==> src/rtl/bp_write_ctrl.sv <==
// Branch-predictor cache write controller: clears all 2048 entries after reset, then
// merges two write lanes through a 4-entry FIFO into a single cache write port.
module bp_write_ctrl (
    input  logic        clk,
    input  logic        rst,
    input  logic        wen0,
    input  logic [10:0] w_addr0,
    input  logic [15:0] w_data0,
    input  logic        wen1,
    input  logic [10:0] w_addr1,
    input  logic [15:0] w_data1,
    output logic        c_wen,
    output logic [10:0] c_addr,
    output logic [15:0] c_data,
    output logic        busy,
    output logic        stall,
    output logic [7:0]  drop_cnt
);

    typedef enum logic {StClear, StRun} state_e;

    state_e      state_q, state_d;
    logic [10:0] clr_cnt_q, clr_cnt_d;
    logic [1:0]  wr_ptr_q, wr_ptr_d;
    logic [1:0]  rd_ptr_q, rd_ptr_d;
    logic [2:0]  count_q, count_d;
    logic [7:0]  drop_q, drop_d;

    logic [10:0] fifo_addr_q [4];
    logic [15:0] fifo_data_q [4];

    logic        run;
    logic        deq;
    logic        lane0_req;
    logic        lane1_req;
    logic [2:0]  space;
    logic        acc0;
    logic        acc1;
    logic [1:0]  n_drop;
    logic [8:0]  drop_sum;
    logic [1:0]  wr_ptr_lane1;

    // ------------------------------------------------------------------
    // FSM state register
    // ------------------------------------------------------------------
    always_ff @(posedge clk) begin
        if (rst) begin
            state_q   <= StClear;
            clr_cnt_q <= 11'd0;
        end else begin
            state_q   <= state_d;
            clr_cnt_q <= clr_cnt_d;
        end
    end

    // ------------------------------------------------------------------
    // FSM next state
    // ------------------------------------------------------------------
    always_comb begin
        state_d   = state_q;
        clr_cnt_d = clr_cnt_q;
        unique case (state_q)
            StClear: begin
                clr_cnt_d = clr_cnt_q + 11'd1;
                if (clr_cnt_q == 11'd2047) begin
                    state_d = StRun;
                end
            end
            StRun: begin
                state_d = StRun;
            end
            default: begin
                state_d = StClear;
            end
        endcase
    end

    // ------------------------------------------------------------------
    // FSM outputs
    // ------------------------------------------------------------------
    always_comb begin
        c_wen  = 1'b0;
        c_addr = 11'd0;
        c_data = 16'h0000;
        busy   = 1'b0;
        stall  = 1'b0;
        unique case (state_q)
            StClear: begin
                c_wen  = 1'b1;
                c_addr = clr_cnt_q;
                c_data = 16'h0000;
                busy   = 1'b1;
                stall  = 1'b1;
            end
            StRun: begin
                c_wen  = (count_q != 3'd0);
                c_addr = fifo_addr_q[rd_ptr_q];
                c_data = fifo_data_q[rd_ptr_q];
                stall  = (count_q >= 3'd3);
            end
            default: begin
                c_wen = 1'b0;
            end
        endcase
    end

    assign drop_cnt = drop_q;

    // ------------------------------------------------------------------
    // FIFO admission
    // ------------------------------------------------------------------
    always_comb begin
        run       = (state_q == StRun);
        deq       = run && (count_q != 3'd0);
        // Same-index pair collapses onto the younger lane.
        lane0_req = wen0 && !(wen1 && (w_addr0 == w_addr1));
        lane1_req = wen1;
        // Slot freed by this cycle's dequeue is reusable.
        space     = 3'd4 - count_q + {2'b00, deq};
        acc0      = run && lane0_req && (space >= 3'd1);
        acc1      = run && lane1_req && (space >= (acc0 ? 3'd2 : 3'd1));
        n_drop    = 2'd0;
        if (run) begin
            n_drop = {1'b0, lane0_req && !acc0} + {1'b0, lane1_req && !acc1};
        end
        drop_sum     = {1'b0, drop_q} + {7'd0, n_drop};
        drop_d       = (drop_sum > 9'd255) ? 8'd255 : drop_sum[7:0];
        wr_ptr_lane1 = wr_ptr_q + {1'b0, acc0};
        wr_ptr_d     = wr_ptr_q + {1'b0, acc0} + {1'b0, acc1};
        rd_ptr_d     = rd_ptr_q + {1'b0, deq};
        count_d      = count_q + {2'b00, acc0} + {2'b00, acc1} - {2'b00, deq};
    end

    always_ff @(posedge clk) begin
        if (rst) begin
            wr_ptr_q <= 2'd0;
            rd_ptr_q <= 2'd0;
            count_q  <= 3'd0;
            drop_q   <= 8'd0;
        end else begin
            wr_ptr_q <= wr_ptr_d;
            rd_ptr_q <= rd_ptr_d;
            count_q  <= count_d;
            drop_q   <= drop_d;
        end
    end

    // Storage needs no reset: pointers and count define what is valid.
    always_ff @(posedge clk) begin
        if (!rst && acc0) begin
            fifo_addr_q[wr_ptr_q] <= w_addr0;
            fifo_data_q[wr_ptr_q] <= w_data0;
        end
        if (!rst && acc1) begin
            fifo_addr_q[wr_ptr_lane1] <= w_addr1;
            fifo_data_q[wr_ptr_lane1] <= w_data1;
        end
    end

endmodule
==> config.mk <==
export PLATFORM = sky130hd
export DESIGN_NAME = bp_write_ctrl
export DESIGN_NICKNAME = d
export VERILOG_FILES = /design/src/rtl/bp_write_ctrl.sv
export SDC_FILE = /design/constraint.sdc
export NUM_CORES = 1
export LEC_CHECK = 0
export CORE_ASPECT_RATIO = 0.8
export CORE_MARGIN = 4
export CORE_UTILIZATION = 35
export CTS_BUF_LIST = sky130_fd_sc_hd__clkbuf_8 sky130_fd_sc_hd__clkbuf_16
export DETAILED_ROUTE_END_ITERATION = 10
export PLACE_DENSITY = 0.53
export SKIP_LAST_GASP = 1
export SLEW_MARGIN = 30
export SYNTH_ARGS = -nofsm -noshare
export SYNTH_HDL_FRONTEND = slang
export SYNTH_SLANG_ARGS = --single-unit
==> constraint.sdc <==
create_clock -name clk -period 6.4 [get_ports clk]
set_input_delay 0.64 -clock clk [delete_from_list [all_inputs] [get_ports clk]]
set_output_delay 0.64 -clock clk [all_outputs]
set_load 0.005 [all_outputs]
Word level (Yosys, flattened, before mapping)
Memories as Yosys holds them, arrays and structs flattened. A register that Yosys moved wholly into a read port is not among the register bits.
Index checks and enable logic that the tools add are counted.
{"block": "word_totals", "regBits": 27, "ram_bits": 108, "input_bits": 58, "n_memories": 2}
{"name": "fifo_data_q", "words": 4, "width": 16, "rd": 1, "rd_ports_with_merged_regs": 1, "write_ports": 2, "line": "30", "rtl": "logic [15:0] fifo_data_q [4];"}
{"name": "fifo_addr_q", "words": 4, "width": 11, "rd": 1, "rd_ports_with_merged_regs": 1, "write_ports": 2, "line": "29", "rtl": "logic [10:0] fifo_addr_q [4];"}
{"block": "op_classes", "n_addsub": 11, "n_lt_le_gt_ge": 4, "n_eq_ne": 2, "muxes": 16, "bitwise_logic": 1, "n_reduce_logical": 16}
{"op": "$pmux W16 S2", "count": 1}
{"op": "$pmux W11 S2", "count": 1}
{"op": "$add A11 B1 Y11 const B", "count": 1}
{"op": "$eq A11 B11 Y1", "count": 1}
{"op": "$eq A11 B11 Y1 const B", "count": 1}
{"op": "$logic_and A1 B1 Y1", "count": 11}
{"op": "$add A3 B1 Y3", "count": 3}
{"op": "$add A8 B2 Y9", "count": 1}
{"op": "$gt A9 B8 Y1 const B", "count": 1}
{"op": "$mux W2", "count": 4}
{"op": "$mux W8", "count": 1}
{"op": "$add A2 B1 Y2", "count": 3}
{"op": "$mux W1", "count": 6}
{"op": "$pmux W1 S2", "count": 3}
{"op": "$logic_not A1 Y1", "count": 4}
{"op": "$ge A3 B1 Y1 const B", "count": 1}
{"op": "$ge A3 B2 Y1", "count": 1}
{"op": "$ge A3 B2 Y1 const B", "count": 1}
{"op": "$reduce_bool A3 Y1", "count": 1}
{"op": "$sub A3 B1 Y3", "count": 1}
{"op": "$sub A3 B3 Y3 const A", "count": 1}
{"op": "$add A1 B1 Y2", "count": 1}
{"op": "$not A1 Y1", "count": 1}

Longest topological paths before layout
Gate-level depths: netlist (run 1).
{"block": "logic_depth", "ltp_word": 16, "depth_mapped": 23}

Worst setup path before layout (run 1)
Ideal clock, no wire load.
{"block": "synth_path", "kind": "register to register", "startpoint": "register state_q, in the netlist run", "endpoint": "register drop_q[0], in the netlist drop_cnt[0]", "arrival_ps": 4794, "t_required_ps": 6268, "slack_ps": 1474, "path_stages_with_launch": 24, "path_buffers": 2, "synth_period_minus_slack_ps": 4926, "path_cell_list": "dfxtp_1 > buf_4 > clkbuf_1 > nand2b_1 > ha_1 > inv_1 > ha_1 > xor2_2 > o31a_2 > nand2_1 > or2_2 > ha_1 > nand2b_1 > a211oi_4 > nor2_1 > nor2b_1 > ha_1 > and2_1 > ha_1 > fa_1 > and3_1 > and3_1 > nand3_1 > a21oi_1"}
{"block": "synth_via", "elab_chain_cells": 14, "word_cells_on_any_way": 18, "classes_between": "3 x add/sub; 3 x order compare; 3 x mux; 9 x reduce/logical"}
{"item": "start: declaration", "line": "22", "rtl": "state_e state_q, state_d;"}
{"item": "start signal: assignment", "line": "48", "rtl": "state_q <= StClear;"}
{"item": "start signal: assignment", "line": "51", "rtl": "state_q <= state_d;"}
{"item": "$logic_and A1 B1 Y1", "line": "114", "rtl": "deq = run && (count_q != 3'd0);"}
{"item": "$add A3 B1 Y3", "line": "119", "rtl": "space = 3'd4 - count_q + {2'b00, deq};"}
{"item": "$ge A3 B1 Y1", "line": "120", "rtl": "acc0 = run && lane0_req && (space >= 3'd1);"}
{"item": "$logic_and A1 B1 Y1", "line": "120"}
{"item": "$mux W2", "line": "121", "rtl": "acc1 = run && lane1_req && (space >= (acc0 ? 3'd2 : 3'd1));"}
{"item": "$ge A3 B2 Y1", "line": "121"}
{"item": "$logic_and A1 B1 Y1", "line": "121"}
{"item": "$logic_not A1 Y1", "line": "124", "rtl": "n_drop = {1'b0, lane0_req && !acc0} + {1'b0, lane1_req && !acc1};"}
{"item": "$logic_and A1 B1 Y1", "line": "124"}
{"item": "$add A1 B1 Y2", "line": "124"}
{"item": "$mux W2 (*)", "line": "123", "rtl": "if (run) begin"}
{"item": "$add A8 B2 Y9 (*)", "line": "126", "rtl": "drop_sum = {1'b0, drop_q} + {7'd0, n_drop};"}
{"item": "$gt A9 B8 Y1", "line": "127", "rtl": "drop_d = (drop_sum > 9'd255) ? 8'd255 : drop_sum[7:0];"}
{"item": "$mux W8 (*)", "line": "127"}
{"item": "end signal: assignment", "line": "144", "rtl": "drop_q <= drop_d;"}
{"item": "end: declaration", "line": "27", "rtl": "logic [7:0] drop_q, drop_d;"}
Every way passes the cells marked *; elsewhere a longest branch is shown, timed or not.
A chain may end at the register's enable or synchronous reset.

Final worst setup path (run 1)
{"block": "layout_path", "startpoint": "register count_q[0]", "endpoint": "register drop_q[4], in the netlist drop_cnt[4]"}
{"block": "layout_via", "elab_chain_cells": 15, "word_cells_on_any_way": 18, "classes_between": "4 x add/sub; 3 x order compare; 3 x mux; 8 x reduce/logical"}
{"item": "start: declaration", "line": "26", "rtl": "logic [2:0] count_q, count_d;"}
{"item": "start signal: assignment", "line": "143", "rtl": "count_q <= count_d;"}
{"item": "branches (longest 2 deep; another with $sub A3 B3 Y3)"}
{"item": "$add A3 B1 Y3 (*)", "line": "119"}
{"item": "$ge A3 B1 Y1", "line": "120"}
{"item": "$logic_and A1 B1 Y1", "line": "120"}
{"item": "$mux W2", "line": "121"}
{"item": "$ge A3 B2 Y1", "line": "121"}
{"item": "$logic_and A1 B1 Y1", "line": "121"}
{"item": "$logic_not A1 Y1", "line": "124"}
{"item": "$logic_and A1 B1 Y1", "line": "124"}
{"item": "$add A1 B1 Y2 (*)", "line": "124"}
{"item": "$mux W2 (*)", "line": "123"}
{"item": "$add A8 B2 Y9 (*)", "line": "126"}
{"item": "$gt A9 B8 Y1", "line": "127"}
{"item": "$mux W8 (*)", "line": "127"}
Mark *: on every way between the ends.

==> impl_metrics.env, run 1 <==
export IMPL_critical_path_class="reg2reg"
export IMPL_nFillCells=1800
export IMPL_ys_types=41
export IMPL_port_buffers=95
export IMPL_die_h_um=136
export IMPL_die_area_um2=22700
export IMPL_slew_headroom=0.491
export IMPL_first_iter_violations=298
export IMPL_tightest_slew_ns=0.762
export IMPL_rsz0062_at_grt="no"
export IMPL_clock_root_buffer="clkbuf_16"
export IMPL_hp_class="reg2reg"
export IMPL_h_tree_depth=4
export IMPL_drive_gt1_frac=0.346
export IMPL_overflow=0
export IMPL_clock_fmax_mhz=194
export IMPL_period_share=0.805
export IMPL_ys_flop_type="edfxtp_1"
export IMPL_min_period_ns=5.15
export IMPL_avgSynthCellArea_um2=15.0
export IMPL_combPwrFrac=0.055
export IMPL_crit_required_ns=6.67
export IMPL_synth_area_leaders="edfxtp_1 (45%), mux2_2 (18%), mux4_2 (8.5%), dfxtp_1 (7.6%), xnor2_1 (3.1%)"
export IMPL_run_status="completed"
export IMPL_maxSlewViolCount=0
export IMPL_area_delta_synth_final_pct=26.7
export IMPL_skew_ns=0.00860
export IMPL_netlist_area_um2=7130
export IMPL_cp_arrival_ns=5.43
export IMPL_postCtsHoldBufs=0
export IMPL_num_antenna_cells=0
export IMPL_clkSinkCount=135
export IMPL_p_seq_frac=0.478
export IMPL_hold_ws_ns=0.526
export IMPL_grt_pass1_wl_mm=26.4
export IMPL_grt_pass1_vias=4551
export IMPL_yosysSeqAreaShare=0.531
export IMPL_clkPwrFrac=0.468
export IMPL_avgViaCountPerCell=4.96
export IMPL_rows=46
export IMPL_die_w_um=168
export IMPL_end_kind="register"
export IMPL_path_max_fanout=6
export IMPL_yosysTopAreaCell="edfxtp_1"
export IMPL_track_usage=0.153
export IMPL_fin_nets=654
export IMPL_p_per_area_nw_per_um2=220
export IMPL_syn_num_nets=549
export IMPL_synth_async_reset_ratio=0
export IMPL_cts_tree="done"
export IMPL_gp_congestion=0.740
export IMPL_p_int_mw=1.55
export IMPL_yosysWarnings=0
export IMPL_post_route_drc_count=0
export IMPL_synth_top_area_frac=0.455
export IMPL_wl_mm=16.8
export IMPL_clk_latency_ns=0.42
export IMPL_final_hold_viol_count=0
export IMPL_ant_nets=0
export IMPL_syn_inst=475
export IMPL_power_switching_mw=0.437
export IMPL_drt_pass1_iter_count=4
export IMPL_ys_seq_elements=135
export IMPL_dp_final_hpwl_mm=11.1
export IMPL_initial_utilization=0.358
export IMPL_post_drt_wl_per_cell_um=19.6
export IMPL_io_pins=96
export IMPL_critPathLaunchType="register"
export IMPL_synth_most_common_cell="mux2_2"
export IMPL_numCtsBuffers=17
export IMPL_post_cts_buffers=0
export IMPL_fin_tns_setup_ns=0
export IMPL_grt_max_degree=44
export IMPL_maxCapViolCount=0
export IMPL_synth_edff_count=108
export IMPL_num_vias=4253
export IMPL_p_sw_frac=0.220
export IMPL_core_um2=19900
export IMPL_setup_viol=0
export IMPL_antenna_found_initial=0
export IMPL_irDropWorstVdd_mv=0.102
export IMPL_synth_common_cells="mux2_2 (113), edfxtp_1 (108), dfxtp_1 (27), mux4_2 (27), xnor2_1 (25)"
export IMPL_clock_path_buffers=2
export IMPL_cts_resized=0
export IMPL_clk_pin_slew_ns=0.06
export IMPL_p_leak_nw=2.96
-- logic make-up (layout without fill, tap and decap cells) --
kind of cell | after synthesis | after routing | share of synthesized area
adder cells (fa/ha/maj) | 16 | 16 | 0.0312
XOR/XNOR | 30 | 30 | 0.0379
flip-flops | 135 | 135 | 0.531
buffers and inverters | 33 | 151 | 0.0269
multiplexers | 146 | 146 | 0.276
AND/OR/NAND/NOR | 96 | 96 | 0.0797
AO/OA/AOI/OAI | 19 | 19 | 0.0179
-- worst max-delay path: stages (launching register included) --
cell and delay, ns:
dfxtp_1 0.43, nor3_1 0.06, nand2b_1 0.17, ha_1 0.18, inv_1 0.05, ha_1 0.17, xor2_2 0.23, o31a_2 0.22
nand2_1 0.08, or2_2 0.32, ha_1 0.27, nand2b_1 0.17, a211oi_4 0.53, nor2_1 0.20, nor2b_1 0.15, ha_1 0.23
and2_1 0.15, ha_1 0.20, fa_1 0.43, and3_1 0.24, and3_1 0.21, nand3_1 0.21, a21oi_1 0.11
-- power by group through the flow --
stage          Sequential (mW)  Clock [mW]  Combinational (mW)
2_1_floorplan            0.968           0              0.0462
3_3_place_gp             0.968           0               0.107
3_5_place_dp             0.968           0               0.108
4_1_cts                  0.949       0.950               0.109
5_1_grt                  0.949       0.994               0.118
6_report                 0.950       0.930               0.109
-- cell usage in the layout (no fill, tap or decap), types with 2 or more instances in the layout --
| master | instances |
|---|---|
| clkinv_4 | 3 |
| nor3_1 | 8 |
| buf_8 | 2 |
| dfxtp_1 | 25 |
| nand2b_1 | 2 |
| inv_6 | 3 |
| ha_1 | 13 |
| nand4_1 | 6 |
| mux2_2 | 113 |
| nor3_4 | 4 |
| and3_1 | 2 |
| xor2_1 | 4 |
| o21bai_4 | 4 |
| buf_4 | 8 |
| clkbuf_16 | 17 |
| clkinv_2 | 3 |
| clkinvlp_4 | 2 |
| nand4b_1 | 2 |
| nand2_1 | 7 |
| nor4_1 | 2 |
| and2_1 | 18 |
| o21ai_0 | 3 |
| xnor2_1 | 25 |
| mux4_2 | 27 |
| nand3_1 | 9 |
| edfxtp_1 | 108 |
| buf_16 | 3 |
| a21oi_1 | 9 |
| inv_1 | 13 |
| nor2b_1 | 10 |
| clkdlybuf4s50_1 | 94 |
| mux2_4 | 5 |
| dfxtp_2 | 2 |
| fa_1 | 3 |
| nor2_1 | 20 |
-- flip-flops by register name, indices dropped and copies added, names as in the netlist --
| signal | cells |
|---|---|
| fifo_addr_q | 44 |
| drop_cnt | 8 |
| run | 1 |
| clr_cnt_q | 11 |
| count_q | 3 |
| rd_ptr_q | 2 |
| wr_ptr_q | 2 |
| fifo_data_q | 64 |
-- worst paths after layout --
kind	start	to	slack [ns]	depth (start not counted)
min	clr_cnt_q[5]	clr_cnt_q[5]	0.53	2
max	count_q[0]	drop_cnt[4]	1.25	22
min reg2reg	clr_cnt_q[5]	clr_cnt_q[5]	0.53	2
max reg2reg	count_q[0]	drop_cnt[4]	1.25	22
-- final cells by class --
type / count / area [um2] / area share
sequential: 135 / 3790 / 0.419
multi-input combinational: 307 / 3200 / 0.354
timing repair buffer: 108 / 1120 / 0.124
clock buffer: 17 / 425 / 0.0471
tap: 264 / 330 / 0.0366
clock inverter: 15 / 131 / 0.0145
inverter: 11 / 41.3 / 0.00457
-- routing by layer --
layer	up-vias	GRT usage	share of wire
li1	2031	-	-
met1	2109	0.205	0.45
met2	99	0.251	0.49
met3	14	0.0373	0.049
met4	0	0.0433	0.012
met5	-	0	0
-- per-stage QoR --
step           area [um2]  power, mW  setup WS, ns  std cells  utilization
2_1_floorplan        7130       1.01          1.47        475            -
3_3_place_gp         8370       1.08          1.11        820        0.420
3_5_place_dp         8480       1.08          1.00        825        0.426
4_1_cts              9030       2.01          1.21        857        0.454
5_1_grt              9030       2.06         0.860        857        0.454
6_report             9030       1.99          1.25        857        0.454
Power figures use the tool's default switching activity.
==> run 2: changes to the inputs <==
- clock period: 6.4 -> 5.17 ns (I/O delays scaled with it)
==> run 2 against run 1 <==
Routed wire length is 3.4% higher. Sequential share of layout area down 0.52 points. Critical path depth unchanged. Critical path type unchanged. Sequential power rose by 24%. Worst hold slack better by 0.0062 ns. Non-clock buffer count up 6.
==> impl_metrics.env, run 2 (synthesized netlist as in run 1, its figures left out) <==
export IMPL_rr_worst_depth=22
export IMPL_nFillCells=1818
export IMPL_cp_arrival_ns=5.09
export IMPL_num_vias=4287
export IMPL_mostFrequentLayoutCells="mux2_2 (113), edfxtp_1 (108), clkdlybuf4s50_1 (95)"
export IMPL_min_period_ns=4.80
export IMPL_area_delta_synth_final_pct=28.3
export IMPL_clock_fmax_mhz=208
export IMPL_numCtsBuffers=17
export IMPL_holdPathEnd="clr_cnt_q[5]"
export IMPL_setup_viol=0
export IMPL_overflow=0
export IMPL_multi_input_area_um2=3200
export IMPL_clk_pin_slew_ns=0.06
export IMPL_h_tree_depth=4
export IMPL_rsz0062_at_grt="no"
export IMPL_die_area_um2=22700
export IMPL_layout_commonest_cell="mux2_2"
export IMPL_antenna_found_initial=0
export IMPL_ant_nets=0
export IMPL_largestRegisters="fifo_data_q (64), fifo_addr_q (44), clr_cnt_q (11)"
export IMPL_seqCellArea_um2=3790
export IMPL_port_buffers=95
export IMPL_die_w_um=168
export IMPL_cts_resized=0
export IMPL_path_max_fanout=6
export IMPL_timing_rr_end="drop_cnt[0]"
export IMPL_initial_utilization=0.358
export IMPL_r2r_start="count_q[2]"
export IMPL_timing_reg2reg_setup_slack_ns=0.37
export IMPL_skew_ns=0.00487
export IMPL_power_mw=2.59
export IMPL_irDropWorstVdd_mv=0.192
export IMPL_end_kind="register"
export IMPL_final_hold_viol_count=0
export IMPL_track_usage=0.158
export IMPL_clkSinkCount=135
export IMPL_die_h_um=136
export IMPL_post_cts_buffers=0
export IMPL_maxCapViolCount=0
export IMPL_wl_mm=17.4
export IMPL_cts_tree="done"
export IMPL_grt_busiest_layer="met2"
export IMPL_dp_final_hpwl_mm=11.8
export IMPL_gp_congestion=0.737
export IMPL_grt_pass1_vias=4616
export IMPL_postCtsHoldBufs=0
export IMPL_p_leak_nw=3.03
export IMPL_slew_headroom=0.572
export IMPL_largest_reg_flops=64
export IMPL_hp_class="reg2reg"
export IMPL_core_um2=19900
export IMPL_grt_pass1_wl_mm=26.9
export IMPL_critical_path_class="reg2reg"
export IMPL_period_share=0.928
export IMPL_clock_path_buffers=2
export IMPL_grt_max_degree=44
export IMPL_worstHoldPathCells=2
export IMPL_gr_usage_met1=0.199
export IMPL_fin_tns_setup_ns=0
export IMPL_top_register="fifo_data_q"
export IMPL_io_pins=96
export IMPL_post_route_drc_count=0
export IMPL_drive_gt1_frac=0.347
export IMPL_first_iter_violations=206
export IMPL_fin_nets=660
export IMPL_num_antenna_cells=0
export IMPL_maxSlewViolCount=0
export IMPL_p_per_area_nw_per_um2=284
export IMPL_avgViaCountPerCell=4.97
export IMPL_post_drt_wl_per_cell_um=20.1
export IMPL_tightest_slew_ns=0.640
export IMPL_clk_latency_ns=0.42
export IMPL_run_status="completed"
export IMPL_crit_required_ns=5.46
export IMPL_grt_use_met2=0.273
export IMPL_met3_usage=0.0397
export IMPL_drt_pass1_iter_count=4
export IMPL_hold_path_startpoint="clr_cnt_q[5]"
export IMPL_rows=46
export IMPL_clock_root_buffer="clkbuf_16"
export IMPL_critPathLaunchType="register"
[run 2: changes by cell type in the layout (fill, tap and decap cells not counted), moves of 2 or more]
cell,previous run,this run
clkbuf_8,0,2
buf_4,8,15
inv_1,13,15
inv_6,3,0
clkinv_4,3,0
bufinv_16,1,4
buf_8,2,0
[run 2: metrics by stage]
| step | instances | cell area, um2 | worst slack, ns | hold slack [ns] | util |
|---|---|---|---|---|---|
| 3_3_place_gp | 827 | 8420 | 0.525 | 0.506 | 0.423 |
| 2_1_floorplan | 475 | 7130 | 0.244 | 0.482 | - |
| 3_5_place_dp | 831 | 8530 | 0.380 | 0.525 | 0.428 |
| 5_1_grt | 863 | 9150 | 0.0642 | 0.579 | 0.459 |
| 4_1_cts | 863 | 9150 | 0.334 | 0.536 | 0.459 |
| 6_report | 863 | 9150 | 0.373 | 0.532 | 0.459 |
[run 2: worst max-delay path: stages, from the launching register on]
cell      delay, ns
dfxtp_1        0.42
nor3_1         0.08
nand2b_1       0.17
ha_1           0.19
inv_1          0.06
ha_1           0.18
xor2_2         0.23
o31a_2         0.23
nand2_1        0.08
or2_2          0.32
ha_1           0.27
nand2b_1       0.18
a211oi_4       0.25
nor2_1         0.12
nor2b_1        0.14
ha_1           0.23
and2_1         0.16
ha_1           0.20
fa_1           0.42
and3_1         0.22
and3_1         0.20
nand3_1        0.21
a21oi_1        0.11
[run 2: where the power goes]
| part | total [mW] | switching (mW) | leakage (nW) | internal, mW |
|---|---|---|---|---|
| registers | 1.18 | 0.00242 | 1.19 | 1.17 |
| clock network | 1.28 | 0.461 | 0.311 | 0.822 |
| logic | 0.136 | 0.0515 | 1.53 | 0.0842 |
[run 2: layout make-up]
class,instances,area share
well taps,264,0.0361
clock buffers,19,0.0495
repair buffers,114,0.128
flip-flops and latches,135,0.414
multi-input cells,307,0.350
inverters,11,0.00451
clock inverters,13,0.0179
[run 2: how the worst max path moves through the flow]
stage / startpoint / end
2_1_floorplan: run / drop_cnt[0]
3_3_place_gp: w_addr1[7] / drop_cnt[0]
3_5_place_dp: count_q[0] / drop_cnt[0]
4_1_cts: count_q[0] / drop_cnt[0]
5_1_grt: count_q[2] / drop_cnt[3]
6_report: count_q[2] / drop_cnt[0]
[run 2: per-layer routing]
metal	share of wire	up-vias
met4	0.0094	0
met1	0.44	2155
met3	0.046	13
met2	0.50	79
met5	0	-
li1	-	2040
==> run 3: changes to the inputs <==
- clock period: 5.17 -> 5.6 ns (I/O delays scaled with it)
==> run 3 against run 2 <==
Cell count down 0.35%. Sequential power down 8%. Power down 12%. Critical endpoint is now drop_cnt[3]. Highest routed layer is now met5. Largest cell class unchanged. Worst hold slack better by 0.0080 ns. Critical path depth unchanged.
==> impl_metrics.env, run 3 (synthesized netlist as in run 1, its figures left out) <==
export IMPL_r2r_start="count_q[2]"
export IMPL_nFillCells=1814
export IMPL_skew_ns=0.00845
export IMPL_stdcell_count=860
export IMPL_cts_resized=0
export IMPL_critPathMaxStageDelay_ns=0.43
export IMPL_end_kind="register"
export IMPL_wl_mm=17.5
export IMPL_die_w_um=168
export IMPL_critical_path_top_delay_family="simple AND/OR/NAND/NOR gates"
export IMPL_min_period_ns=4.81
export IMPL_rows=46
export IMPL_post_drt_wl_per_cell_um=20.3
export IMPL_grt_pass1_wl_mm=27.6
export IMPL_seqCellArea_um2=3790
export IMPL_num_antenna_cells=0
export IMPL_met3_usage=0.0443
export IMPL_clock_path_buffers=2
export IMPL_final_hold_viol_count=0
export IMPL_largestRegisters="fifo_data_q (64), fifo_addr_q (44), clr_cnt_q (11)"
export IMPL_dp_final_hpwl_mm=11.7
export IMPL_maxSlewViolCount=0
export IMPL_cp_arrival_ns=5.10
export IMPL_hold_path_startpoint="clr_cnt_q[10]"
export IMPL_irDropWorstVdd_mv=0.183
export IMPL_p_per_area_nw_per_um2=253
export IMPL_fin_nets=657
export IMPL_grt_pass1_vias=4808
export IMPL_final_area_um2=9080
export IMPL_clk_pin_slew_ns=0.06
export IMPL_multi_input_area_um2=3200
export IMPL_setup_viol=0
export IMPL_h_tree_depth=4
export IMPL_drive_gt1_frac=0.351
export IMPL_largest_reg_flops=64
export IMPL_mostFrequentLayoutCells="mux2_2 (113), edfxtp_1 (108), clkdlybuf4s50_1 (95)"
export IMPL_tightest_slew_ns=0.785
export IMPL_p_leak_nw=2.97
export IMPL_cpMostUsedCell="ha_1"
export IMPL_core_um2=19900
export IMPL_num_vias=4335
export IMPL_worst_slack_ns=0.790
export IMPL_area_delta_synth_final_pct=27.4
export IMPL_clk_latency_ns=0.42
export IMPL_initial_utilization=0.358
export IMPL_ant_nets=0
export IMPL_timing_reg2reg_setup_slack_ns=0.79
export IMPL_maxCapViolCount=0
export IMPL_first_iter_violations=242
export IMPL_run_status="completed"
export IMPL_path_max_fanout=6
export IMPL_postCtsHoldBufs=0
export IMPL_dpl_worst_slack_ns=0.791
export IMPL_gr_usage_met1=0.204
export IMPL_grt_busiest_layer="met2"
export IMPL_timing_rr_end="drop_cnt[3]"
export IMPL_rsz0062_at_grt="no"
export IMPL_overflow=0
export IMPL_hp_class="reg2reg"
export IMPL_period_share=0.859
export IMPL_placed_area_um2=8510
export IMPL_post_cts_buffers=0
export IMPL_post_route_drc_count=0
export IMPL_cts_tree="done"
export IMPL_die_h_um=136
export IMPL_dp_cells=828
export IMPL_numCtsBuffers=17
export IMPL_top_register="fifo_data_q"
export IMPL_critical_path_class="reg2reg"
export IMPL_avgViaCountPerCell=5.04
export IMPL_clock_root_buffer="clkbuf_16"
export IMPL_port_buffers=95
export IMPL_rr_worst_depth=22
export IMPL_die_area_um2=22700
export IMPL_fin_tns_setup_ns=0
export IMPL_slew_headroom=0.475
export IMPL_track_usage=0.160
export IMPL_critPathLaunchType="register"
export IMPL_clock_fmax_mhz=208
export IMPL_layout_commonest_cell="mux2_2"
export IMPL_io_pins=96
export IMPL_grt_max_degree=44
export IMPL_worstPathCellList="nor3_1 > nand2b_1 > ha_1 > inv_1 > ha_1 > xor2_2 > o31a_2 > nand2_1 > or2_2 > ha_1 > nand2b_1 > a211oi_4 > nor2_1 > nor2b_1 > ha_1 > and2_1 > ha_1 > fa_1 > and3_1 > and3_1 > nand3_1 > a21oi_1"
export IMPL_cpMaxStageDelayCell="fa_1"
export IMPL_worstHoldPathCells=2
export IMPL_gp_congestion=0.759
export IMPL_crit_required_ns=5.89
export IMPL_drt_pass1_iter_count=4
export IMPL_crit_buf_inv=1
export IMPL_antenna_found_initial=1
export IMPL_clkSinkCount=135
export IMPL_grt_use_met2=0.273
export IMPL_holdPathEnd="run"
run 3: cell type report:
cell class | instances | share of cell area
Sequential cell | 135 | 0.417
Timing Repair Buffer | 111 | 0.127
Inverter | 11 | 0.00455
Tap cell | 264 | 0.0364
Clock buffer | 17 | 0.0469
Multi-Input combinational cell | 307 | 0.352
Clock inverter | 15 | 0.0161
run 3: routing by layer:
layer	part of all wire	wire length, um
met4	0.010	182
met2	0.49	8620
met5	0.00074	13
met1	0.45	7860
met3	0.044	776
run 3: how the worst max path moves through the flow:
stage                     slack (ns)  depth (start not counted)  startpoint          end
after detailed placement        0.79                         18  w_addr1[7]  drop_cnt[3]
after CTS                       0.76                         22  count_q[0]  drop_cnt[3]
after floorplan                 0.67                         23         run  drop_cnt[0]
after global placement          0.92                         18  w_addr1[7]  drop_cnt[0]
after global routing            0.37                         22  count_q[0]  drop_cnt[2]
final                           0.79                         22  count_q[2]  drop_cnt[3]
run 3: power breakdown:
part / leakage (nW) / internal (mW) / total [mW] / switching [mW]
clock: 0.269 / 0.620 / 1.08 / 0.464
sequential: 1.19 / 1.08 / 1.08 / 0.00213
combinational: 1.52 / 0.0777 / 0.126 / 0.0480
run 3: per-stage QoR:
step	power (mW)	util	hold slack, ns
6_report	2.30	0.456	0.540
5_1_grt	2.38	0.456	0.562
4_1_cts	2.32	0.456	0.539
3_5_place_dp	1.23	0.427	0.526
3_3_place_gp	1.23	0.422	0.502
2_1_floorplan	1.16	-	0.482
run 3: tightest hold or removal path: stages (launching register included):
cell,delay (ns)
dfxtp_1,0.33
a21oi_1,0.13
nor2_1,0.05
